===== src/rtl/expr_prec_if.sv =====
// Token-in / instruction-out bus of the operator-precedence expression engine.
interface expr_prec_if #(
    parameter int unsigned OPW   = 32,
    parameter int unsigned OPCW  = 5,
    parameter int unsigned PRECW = 3,
    parameter int unsigned NREG  = 16
);
    localparam int unsigned RW = $clog2(NREG);

    logic             tok_valid;
    logic             tok_ready;
    logic [2:0]       tok_kind;
    logic [OPCW-1:0]  tok_op;
    logic [PRECW-1:0] tok_prec;
    logic             tok_rassoc;
    logic [OPW-1:0]   tok_imm;

    logic             ins_valid;
    logic             ins_ready;
    logic [1:0]       ins_kind;
    logic [OPCW-1:0]  ins_op;
    logic [RW-1:0]    ins_rd;
    logic [RW-1:0]    ins_rs;
    logic [OPW-1:0]   ins_imm;

    logic             done;
    logic             err;
    logic [2:0]       err_code;

    modport master (
        output tok_valid, tok_kind, tok_op, tok_prec, tok_rassoc, tok_imm, ins_ready,
        input  tok_ready, ins_valid, ins_kind, ins_op, ins_rd, ins_rs, ins_imm,
               done, err, err_code
    );

    modport slave (
        input  tok_valid, tok_kind, tok_op, tok_prec, tok_rassoc, tok_imm, ins_ready,
        output tok_ready, ins_valid, ins_kind, ins_op, ins_rd, ins_rs, ins_imm,
               done, err, err_code
    );
endinterface


===== src/rtl/expr_prec_engine.sv =====
// Streaming operator-precedence compiler: tokens in, stack-allocated register
// machine instructions out, with parentheses, prefix operators and error drain.
module expr_prec_engine #(
    parameter int unsigned OPW   = 32,
    parameter int unsigned OPCW  = 5,
    parameter int unsigned PRECW = 3,
    parameter int unsigned DEPTH = 8,
    parameter int unsigned NREG  = 16
) (
    input  logic       clk,
    input  logic       rst,
    expr_prec_if.slave bus
);
    localparam int unsigned RW = $clog2(NREG);
    localparam int unsigned SW = $clog2(DEPTH);
    localparam int unsigned VW = RW + 1;
    localparam int unsigned PW = SW + 1;

    localparam logic [PRECW-1:0] PREFIX_PREC = '1;

    localparam logic [2:0] K_OPERAND = 3'd0;
    localparam logic [2:0] K_INFIX   = 3'd1;
    localparam logic [2:0] K_PREFIX  = 3'd2;
    localparam logic [2:0] K_LPAREN  = 3'd3;
    localparam logic [2:0] K_RPAREN  = 3'd4;
    localparam logic [2:0] K_END     = 3'd5;

    localparam logic [1:0] I_LOADI = 2'd0;
    localparam logic [1:0] I_BINOP = 2'd1;
    localparam logic [1:0] I_UNOP  = 2'd2;

    localparam logic [2:0] E_SYNTAX = 3'd1;
    localparam logic [2:0] E_PAREN  = 3'd2;
    localparam logic [2:0] E_OPSTK  = 3'd3;
    localparam logic [2:0] E_REG    = 3'd4;

    localparam logic [1:0] N_BIN  = 2'd0;
    localparam logic [1:0] N_PRE  = 2'd1;
    localparam logic [1:0] N_LPAR = 2'd2;

    typedef enum logic [2:0] {
        S_IDLE   = 3'd0,
        S_REDUCE = 3'd1,
        S_EMIT   = 3'd2,
        S_FLUSH  = 3'd3,
        S_DRAIN  = 3'd4
    } state_e;

    typedef struct packed {
        logic [1:0]       kind;
        logic [OPCW-1:0]  op;
        logic [PRECW-1:0] prec;
    } ent_t;

    state_e           state_q, state_d;
    logic             expect_q, expect_d;
    logic [VW-1:0]    vdepth_q, vdepth_d;
    logic [PW-1:0]    sp_q, sp_d;
    ent_t             stk_q [DEPTH];
    ent_t             stk_d [DEPTH];
    logic [OPCW-1:0]  held_op_q, held_op_d;
    logic [PRECW-1:0] held_prec_q, held_prec_d;
    logic             held_rassoc_q, held_rassoc_d;
    logic             flush_end_q, flush_end_d;
    logic             ins_valid_q, ins_valid_d;
    logic [1:0]       ins_kind_q, ins_kind_d;
    logic [OPCW-1:0]  ins_op_q, ins_op_d;
    logic [RW-1:0]    ins_rd_q, ins_rd_d;
    logic [RW-1:0]    ins_rs_q, ins_rs_d;
    logic [OPW-1:0]   ins_imm_q, ins_imm_d;
    logic             done_q, done_d;
    logic             err_q, err_d;
    logic [2:0]       err_code_q, err_code_d;

    logic             tok_ready_c;
    logic             tok_fire;
    logic             slot_free;
    logic             reduce_go;
    logic             pop_emit;
    logic             raise_err;
    logic             err_at_end;
    logic             do_clear;
    logic [2:0]       err_sel;
    ent_t             top;

    // Tokens are taken only when no instruction is waiting on the output.
    assign tok_ready_c = ~rst & ((state_q == S_IDLE) | (state_q == S_DRAIN)) & ~ins_valid_q;

    always_comb begin
        state_d       = state_q;
        expect_d      = expect_q;
        vdepth_d      = vdepth_q;
        sp_d          = sp_q;
        stk_d         = stk_q;
        held_op_d     = held_op_q;
        held_prec_d   = held_prec_q;
        held_rassoc_d = held_rassoc_q;
        flush_end_d   = flush_end_q;
        ins_valid_d   = ins_valid_q & ~bus.ins_ready;
        ins_kind_d    = ins_kind_q;
        ins_op_d      = ins_op_q;
        ins_rd_d      = ins_rd_q;
        ins_rs_d      = ins_rs_q;
        ins_imm_d     = ins_imm_q;
        done_d        = 1'b0;
        err_d         = 1'b0;
        err_code_d    = 3'd0;
        pop_emit      = 1'b0;
        raise_err     = 1'b0;
        err_at_end    = 1'b0;
        do_clear      = 1'b0;
        err_sel       = 3'd0;

        tok_fire  = bus.tok_valid & tok_ready_c;
        slot_free = ~ins_valid_q | bus.ins_ready;
        top       = stk_q[SW'(sp_q - PW'(1))];
        reduce_go = (sp_q != '0) && (top.kind != N_LPAR) &&
                    ((top.prec > held_prec_q) ||
                     ((top.prec == held_prec_q) && !held_rassoc_q));

        case (state_q)
            S_IDLE: begin
                if (tok_fire) begin
                    case (bus.tok_kind)
                        K_OPERAND: begin
                            if (!expect_q) begin
                                raise_err = 1'b1;
                                err_sel   = E_SYNTAX;
                            end else if (vdepth_q == VW'(NREG)) begin
                                raise_err = 1'b1;
                                err_sel   = E_REG;
                            end else begin
                                ins_valid_d = 1'b1;
                                ins_kind_d  = I_LOADI;
                                ins_op_d    = '0;
                                ins_rd_d    = RW'(vdepth_q);
                                ins_rs_d    = '0;
                                ins_imm_d   = bus.tok_imm;
                                vdepth_d    = vdepth_q + VW'(1);
                                expect_d    = 1'b0;
                                state_d     = S_EMIT;
                            end
                        end
                        K_PREFIX, K_LPAREN: begin
                            if (!expect_q) begin
                                raise_err = 1'b1;
                                err_sel   = E_SYNTAX;
                            end else if (sp_q == PW'(DEPTH)) begin
                                raise_err = 1'b1;
                                err_sel   = E_OPSTK;
                            end else begin
                                if (bus.tok_kind == K_PREFIX)
                                    stk_d[SW'(sp_q)] = {N_PRE, bus.tok_op, PREFIX_PREC};
                                else
                                    stk_d[SW'(sp_q)] = {N_LPAR, bus.tok_op, PRECW'(0)};
                                sp_d = sp_q + PW'(1);
                            end
                        end
                        K_INFIX: begin
                            if (expect_q || (bus.tok_prec == '0)) begin
                                raise_err = 1'b1;
                                err_sel   = E_SYNTAX;
                            end else begin
                                held_op_d     = bus.tok_op;
                                held_prec_d   = bus.tok_prec;
                                held_rassoc_d = bus.tok_rassoc;
                                expect_d      = 1'b1;
                                state_d       = S_REDUCE;
                            end
                        end
                        K_RPAREN: begin
                            if (expect_q) begin
                                raise_err = 1'b1;
                                err_sel   = E_SYNTAX;
                            end else if (sp_q == '0) begin
                                raise_err = 1'b1;
                                err_sel   = E_PAREN;
                            end else begin
                                flush_end_d = 1'b0;
                                state_d     = S_FLUSH;
                            end
                        end
                        K_END: begin
                            // The END token is consumed here, so its errors skip DRAIN.
                            if (expect_q) begin
                                raise_err  = 1'b1;
                                err_at_end = 1'b1;
                                err_sel    = E_SYNTAX;
                            end else if (sp_q == '0) begin
                                done_d   = 1'b1;
                                do_clear = 1'b1;
                            end else begin
                                flush_end_d = 1'b1;
                                state_d     = S_FLUSH;
                            end
                        end
                        default: begin
                            raise_err = 1'b1;
                            err_sel   = E_SYNTAX;
                        end
                    endcase
                end
            end
            S_EMIT: begin
                if (bus.ins_ready) state_d = S_IDLE;
            end
            S_REDUCE: begin
                if (slot_free) begin
                    if (reduce_go) begin
                        pop_emit = 1'b1;
                    end else if (sp_q == PW'(DEPTH)) begin
                        raise_err = 1'b1;
                        err_sel   = E_OPSTK;
                    end else begin
                        stk_d[SW'(sp_q)] = {N_BIN, held_op_q, held_prec_q};
                        sp_d    = sp_q + PW'(1);
                        state_d = S_IDLE;
                    end
                end
            end
            S_FLUSH: begin
                if (slot_free) begin
                    if (sp_q == '0) begin
                        if (flush_end_q) begin
                            done_d   = 1'b1;
                            do_clear = 1'b1;
                        end else begin
                            raise_err = 1'b1;
                            err_sel   = E_PAREN;
                        end
                    end else if (top.kind == N_LPAR) begin
                        if (flush_end_q) begin
                            raise_err  = 1'b1;
                            err_at_end = 1'b1;
                            err_sel    = E_PAREN;
                        end else begin
                            sp_d    = sp_q - PW'(1);
                            state_d = S_IDLE;
                        end
                    end else begin
                        pop_emit = 1'b1;
                    end
                end
            end
            S_DRAIN: begin
                if (tok_fire && (bus.tok_kind == K_END)) do_clear = 1'b1;
            end
            default: state_d = S_IDLE;
        endcase

        // Reduce the top operator into one instruction on the value stack.
        if (pop_emit) begin
            ins_valid_d = 1'b1;
            ins_op_d    = top.op;
            ins_imm_d   = '0;
            sp_d        = sp_q - PW'(1);
            if (top.kind == N_PRE) begin
                ins_kind_d = I_UNOP;
                ins_rd_d   = RW'(vdepth_q - VW'(1));
                ins_rs_d   = RW'(vdepth_q - VW'(1));
            end else begin
                ins_kind_d = I_BINOP;
                ins_rd_d   = RW'(vdepth_q - VW'(2));
                ins_rs_d   = RW'(vdepth_q - VW'(1));
                vdepth_d   = vdepth_q - VW'(1);
            end
        end

        if (raise_err) begin
            err_d      = 1'b1;
            err_code_d = err_sel;
            if (err_at_end) do_clear = 1'b1;
            else            state_d  = S_DRAIN;
        end

        if (do_clear) begin
            sp_d     = '0;
            vdepth_d = '0;
            expect_d = 1'b1;
            state_d  = S_IDLE;
        end
    end

    always_ff @(posedge clk or posedge rst) begin
        if (rst) begin
            state_q       <= S_IDLE;
            expect_q      <= 1'b1;
            vdepth_q      <= '0;
            sp_q          <= '0;
            for (int unsigned i = 0; i < DEPTH; i++) stk_q[i] <= '0;
            held_op_q     <= '0;
            held_prec_q   <= '0;
            held_rassoc_q <= 1'b0;
            flush_end_q   <= 1'b0;
            ins_valid_q   <= 1'b0;
            ins_kind_q    <= '0;
            ins_op_q      <= '0;
            ins_rd_q      <= '0;
            ins_rs_q      <= '0;
            ins_imm_q     <= '0;
            done_q        <= 1'b0;
            err_q         <= 1'b0;
            err_code_q    <= '0;
        end else begin
            state_q       <= state_d;
            expect_q      <= expect_d;
            vdepth_q      <= vdepth_d;
            sp_q          <= sp_d;
            stk_q         <= stk_d;
            held_op_q     <= held_op_d;
            held_prec_q   <= held_prec_d;
            held_rassoc_q <= held_rassoc_d;
            flush_end_q   <= flush_end_d;
            ins_valid_q   <= ins_valid_d;
            ins_kind_q    <= ins_kind_d;
            ins_op_q      <= ins_op_d;
            ins_rd_q      <= ins_rd_d;
            ins_rs_q      <= ins_rs_d;
            ins_imm_q     <= ins_imm_d;
            done_q        <= done_d;
            err_q         <= err_d;
            err_code_q    <= err_code_d;
        end
    end

    assign bus.tok_ready = tok_ready_c;
    assign bus.ins_valid = ins_valid_q;
    assign bus.ins_kind  = ins_kind_q;
    assign bus.ins_op    = ins_op_q;
    assign bus.ins_rd    = ins_rd_q;
    assign bus.ins_rs    = ins_rs_q;
    assign bus.ins_imm   = ins_imm_q;
    assign bus.done      = done_q;
    assign bus.err       = err_q;
    assign bus.err_code  = err_code_q;
endmodule

===== src/flat_wrapper.sv =====
// flat-port wrapper written by rule: the top's interface ports become plain ports
module expr_prec_engine_flat 
#(
    parameter int unsigned OPW   = 32,
    parameter int unsigned OPCW  = 5,
    parameter int unsigned PRECW = 3,
    parameter int unsigned DEPTH = 8,
    parameter int unsigned NREG  = 16
)
  (clk, rst, bus_tok_valid, bus_tok_kind, bus_tok_op, bus_tok_prec, bus_tok_rassoc, bus_tok_imm, bus_ins_ready, bus_tok_ready, bus_ins_valid, bus_ins_kind, bus_ins_op, bus_ins_rd, bus_ins_rs, bus_ins_imm, bus_done, bus_err, bus_err_code);
  expr_prec_if #(.OPW(OPW), .OPCW(OPCW), .PRECW(PRECW), .NREG(NREG)) bus_i ();
  input  logic clk;
  input  logic rst;
  input wire logic [$bits(bus_i.tok_valid)-1:0] bus_tok_valid;
  input wire logic [$bits(bus_i.tok_kind)-1:0] bus_tok_kind;
  input wire logic [$bits(bus_i.tok_op)-1:0] bus_tok_op;
  input wire logic [$bits(bus_i.tok_prec)-1:0] bus_tok_prec;
  input wire logic [$bits(bus_i.tok_rassoc)-1:0] bus_tok_rassoc;
  input wire logic [$bits(bus_i.tok_imm)-1:0] bus_tok_imm;
  input wire logic [$bits(bus_i.ins_ready)-1:0] bus_ins_ready;
  output wire logic [$bits(bus_i.tok_ready)-1:0] bus_tok_ready;
  output wire logic [$bits(bus_i.ins_valid)-1:0] bus_ins_valid;
  output wire logic [$bits(bus_i.ins_kind)-1:0] bus_ins_kind;
  output wire logic [$bits(bus_i.ins_op)-1:0] bus_ins_op;
  output wire logic [$bits(bus_i.ins_rd)-1:0] bus_ins_rd;
  output wire logic [$bits(bus_i.ins_rs)-1:0] bus_ins_rs;
  output wire logic [$bits(bus_i.ins_imm)-1:0] bus_ins_imm;
  output wire logic [$bits(bus_i.done)-1:0] bus_done;
  output wire logic [$bits(bus_i.err)-1:0] bus_err;
  output wire logic [$bits(bus_i.err_code)-1:0] bus_err_code;
  assign bus_i.tok_valid = bus_tok_valid;
  assign bus_i.tok_kind = bus_tok_kind;
  assign bus_i.tok_op = bus_tok_op;
  assign bus_i.tok_prec = bus_tok_prec;
  assign bus_i.tok_rassoc = bus_tok_rassoc;
  assign bus_i.tok_imm = bus_tok_imm;
  assign bus_i.ins_ready = bus_ins_ready;
  assign bus_tok_ready = bus_i.tok_ready;
  assign bus_ins_valid = bus_i.ins_valid;
  assign bus_ins_kind = bus_i.ins_kind;
  assign bus_ins_op = bus_i.ins_op;
  assign bus_ins_rd = bus_i.ins_rd;
  assign bus_ins_rs = bus_i.ins_rs;
  assign bus_ins_imm = bus_i.ins_imm;
  assign bus_done = bus_i.done;
  assign bus_err = bus_i.err;
  assign bus_err_code = bus_i.err_code;
  expr_prec_engine #(.OPW(OPW), .OPCW(OPCW), .PRECW(PRECW), .DEPTH(DEPTH), .NREG(NREG)) u_core (.clk(clk), .rst(rst), .bus(bus_i));
endmodule

===== config.mk =====
export PLATFORM = sky130hd
export DESIGN_NAME = expr_prec_engine_flat
export DESIGN_NICKNAME = d
export VERILOG_FILES = /design/src/rtl/expr_prec_if.sv /design/src/rtl/expr_prec_engine.sv /design/src/flat_wrapper.sv
export SDC_FILE = /design/constraint.sdc
export NUM_CORES = 1
export LEC_CHECK = 0
export CELL_PAD_IN_SITES_DETAIL_PLACEMENT = 1
export CELL_PAD_IN_SITES_GLOBAL_PLACEMENT = 1
export CORE_MARGIN = 3
export CORE_UTILIZATION = 48
export CTS_BUF_LIST = sky130_fd_sc_hd__clkbuf_16
export DETAILED_ROUTE_END_ITERATION = 16
export PLACE_DENSITY_LB_ADDON = 0.1
export SYNTH_ARGS = -nofsm -noshare
export SYNTH_HDL_FRONTEND = slang
export SYNTH_SLANG_ARGS = --single-unit

===== constraint.sdc =====
create_clock -name clk -period 7.6 [get_ports clk]
set_clock_uncertainty 0.15 [all_clocks]
set_input_delay 0.76 -clock clk [delete_from_list [all_inputs] [get_ports clk]]
set_output_delay 0.76 -clock clk [all_outputs]
set_load 0.01 [all_outputs]

==> results by group <==
Drt
  – Drt drc: 0
  – Routed Antenna Nets: 0
  – WL per Instance: about 22 um
  – DRT Wirelength: ~22 mm
  – Vias: ~5800
  – Vias per cell: 5.775
  – 1st-iter DRT viols: 300
  – DRT Pass-1 Iters: 4

Global route
  – GRT Total Usage: about a quarter
  – Vias in the first global route: 6300
  – First-pass GRT wire length: 35.36 mm
  – Grt total ovfl: 0
  – Initial antenna violation count: 0
  – Largest net degree at the start of global routing: 81

STA
  – Final Hold Viols: 0
  – Fin Hold WS: ~0.35 ns
  – Slew HR: between 10% and 20%
  – Slew of the pin with the lowest slew margin: about 1.3 ns
  – Min Tclk post-route: 4.706 ns
  – Final setup vio count: 0
  – Setup TNS: 0 ns
  – Slew Limit Fails: 0
  – F_max: roughly 210 MHz
  – Final WS setup: 2.894 ns
  – RSZ-0062 raised after global routing: false
  – Fin crit share: around 62%

Logic synthesis
  – Synth Register Bits: ~160
  – Synth Area in Compound Gates: between 10% and 20%
  – Seq/Total Area, Yosys: about half
  – Mux share of post-synthesis cell area: approximately a fifth
  – XOR/XNOR share of the synthesized area: less than 1%
  – Post-Synthesis Cells: just under 700
  – Syn Area/Cell: roughly 11 um2
  – Synth cell types: 70
  – Synth Area in Adders: between 1.5 and 2%
  – Synth Area in Simple Gates: 13.22%
  – Netlist Area Pre-Place: 7881 um2
  – Share of flip-flops with an asynchronous set or reset: 100.0%
  – Post-Syn Nets: between 700 and 800
  – Ys Warns: 0
  – Largest family of logic cells by synthesized area: multiplexers
  – Top_reg_cell synth: dfrtp_1
  – Post-synth EDFFs: 0

Worst setup path
  – Arr. time, crit path: 4.87 ns
  – Crit path kind: reg -> reg
  – WP data required: slightly below 8 ns
  – Critical Path Fanout Max: 24
  – Critical path launch point type: flop
  – Critical Path Sink Type: flop

CTS
  – Clock Latency Late Sink: 0.42 ns
  – CTS tree: built
  – Clk root buf: clkbuf_16
  – Worst-case clock buffer depth: 2
  – Post-CTS Setup Bufs: 0
  – Total CTS buffers: 17
  – Hold-fix buffer count after cts: 0
  – Worst-path clk slew: 0.06 ns
  – CTS resizes: 0
  – Clock Sinks: 156
  – H-tree levels: 4

Pwr
  – Clock power frac: ~26%
  – Internal cell power: 2.025 mW
  – Sw Pwr: about 1.1 mW
  – Leak: roughly 4.4 nW
  – Maximum vdd drop: roughly 0.18 mV
  – Logic pwr share: between 30% and 40%
  – Sw Ratio: 35.27%
  – Pwr dens: between 300 and 400 nW/um2
  – Final Power: approximately 3.1 mW
  – Sequential power share: ~38%

Finish
  – P&R area growth vs syn: 21.19%
  – Commonest cells after routing, fill and taps aside: 155 x dfrtp_1, 123 x nand2_1, 101 x clkdlybuf4s50_1, 61 x mux2_2, 53 x a21oi_1
  – Fraction of layout cells with a size suffix above 1: 20.53%
  – Most common cell after layout, fill and taps aside: dfrtp_1
  – Reg area: 3905 um2
  – Ant. Diodes: 0
  – Final nets: approximately 840
  – Area of the multi-input gates: between 3000 and 4000 um2
  – # fillers: approximately 1700
  – Finished Cell Area: about 9600 um2

Placed design
  – Post-detail-place hpwl: ~15 mm
  – Routability cong.: around 0.86
  – PortBufs: 101
  – Cell Area, Placed: between 8000 and 9000 um2
  – Post-place setup slack: 2.941 ns

Floorplanning
  – I/O pin total: a little over 100
  – Row count: 46
  – Initial core utilization: 49.26%
  – Die Y: 134.1 um
  – Die area: 17990 um2
  – Core area: 16000 um2
  – Die width: roughly 130 um

Min path
  – HP Class: reg -> reg

Flow run
  – Max-cap viol count: 0

Status
  – Status: finished, final reports clean
-- per-layer routing --
| metal | global-route usage, % | up-vias | share of wire (%) |
|---|---|---|---|
| li1 | - | 2638 | - |
| met3 | 4.614 | 19 | 3.9 |
| met5 | 0 | - | 0 |
| met4 | 6.900 | 0 | 1.4 |
| met1 | 32.15 | 3016 | 42 |
| met2 | 44.47 | 131 | 53 |
-- worst max-delay path: stages, from the launching register on --
cell and delay (ns):
dfrtp_1 0.32, buf_4 0.38, inv_1 0.22, ha_1 0.51, mux4_2 0.35, mux2i_1 0.15, ha_1 0.27, nand2b_1 0.15
a211oi_1 0.30, o21ai_0 0.29, o211a_1 0.44, nor2_1 0.78, nand2_1 0.13, o21ai_0 0.13
-- cell type report --
cell class	instances	area share, %
Sequential cell	156	40.88
Inverter	18	0.7598
Clock inverter	14	1.362
Clock buffer	17	4.454
Multi-Input combinational cell	476	38.58
Timing Repair Buffer	108	11.13
Tap cell	216	2.829
-- per-stage QoR --
| step | cells | utilization, % |
|---|---|---|
| global route | 1005 | 59.70 |
| finish | 1005 | 59.70 |
| floorplan | 692 | - |
| CTS | 1005 | 59.70 |
| global placement | 974 | 56.22 |
| detailed placement | 974 | 56.22 |
-- kinds of logic (layout without fill, tap and decap cells) --
| logic type | Yosys count | after routing |
|---|---|---|
| simple gates | 220 | 220 |
| flops | 156 | 156 |
| compound gates | 122 | 122 |
| mux | 116 | 116 |
| buf+inv | 60 | 157 |
| fa+ha+maj | 12 | 12 |
| xor+xnor | 6 | 6 |
-- power by group through the flow --
| stage | Sequential (mW) | Clock (mW) | Combinational, mW |
|---|---|---|---|
| 3_5_place_dp | 1.19 | 0 | 1.13 |
| 3_3_place_gp | 1.18 | 0 | 1.08 |
| 4_1_cts | 1.18 | 0.821 | 1.15 |
| 5_1_grt | 1.20 | 0.864 | 1.24 |
| 2_1_floorplan | 1.16 | 0 | 0.734 |
| 6_report | 1.18 | 0.806 | 1.14 |
-- final timing paths --
check	start	endpoint	slack [ns]	cells after the start
min in group asynchronous	rst	u_core.state_q[1]$_DFF_PP0_	0.75	2
setup reg to reg	u_core.sp_q[0]$_DFFE_PP0P_	u_core.bus.ins_op[1]$_DFFE_PP0P_	2.89	13
hold reg to reg	u_core.bus.ins_op[3]$_DFFE_PP0P_	u_core.bus.ins_op[3]$_DFFE_PP0P_	0.35	2
max in group asynchronous	rst	u_core.stk_q[24]$_DFFE_PP0P_	5.07	3
setup / recovery	u_core.sp_q[0]$_DFFE_PP0P_	u_core.bus.ins_op[1]$_DFFE_PP0P_	2.89	13
hold / removal	u_core.bus.ins_op[3]$_DFFE_PP0P_	u_core.bus.ins_op[3]$_DFFE_PP0P_	0.35	2
-- state kept, by name, summed over array words and instances (netlist names) --
| register | flops |
|---|---|
| u_core.bus.ins_rs | 4 |
| u_core.bus.ins_rd | 4 |
| u_core.bus.ins_op | 5 |
| u_core.held_rassoc_q | 1 |
| u_core.held_prec_q | 3 |
| u_core.bus.done | 1 |
| u_core.bus.err | 1 |
| u_core.expect_q | 1 |
| u_core.bus.ins_imm | 32 |
| u_core.bus.ins_valid | 1 |
| u_core.bus.ins_kind | 2 |
| u_core.vdepth_q | 5 |
| u_core.flush_end_q | 1 |
| u_core.sp_q | 4 |
| u_core.state_q | 3 |
| u_core.stk_q | 80 |
| u_core.bus.err_code | 3 |
| u_core.held_op_q | 5 |
-- synthesized netlist by cell type (7+ instances only) --
master,n,area (um2)
nor3_1,13,65.06
a21oi_1,53,265.3
o21ai_0,18,90.09
mux2i_1,9,90.09
dfrtp_1,155,3879
mux2_4,29,435.4
nand2_1,123,461.7
clkbuf_1,21,78.83
nand3_1,7,35.03
mux2_2,61,686.9
mux4_2,17,382.9
buf_2,11,55.05
ha_1,12,150.1
nor2_1,26,97.59
inv_1,17,63.81
Note: power is estimated with default switching activity, not from simulation.
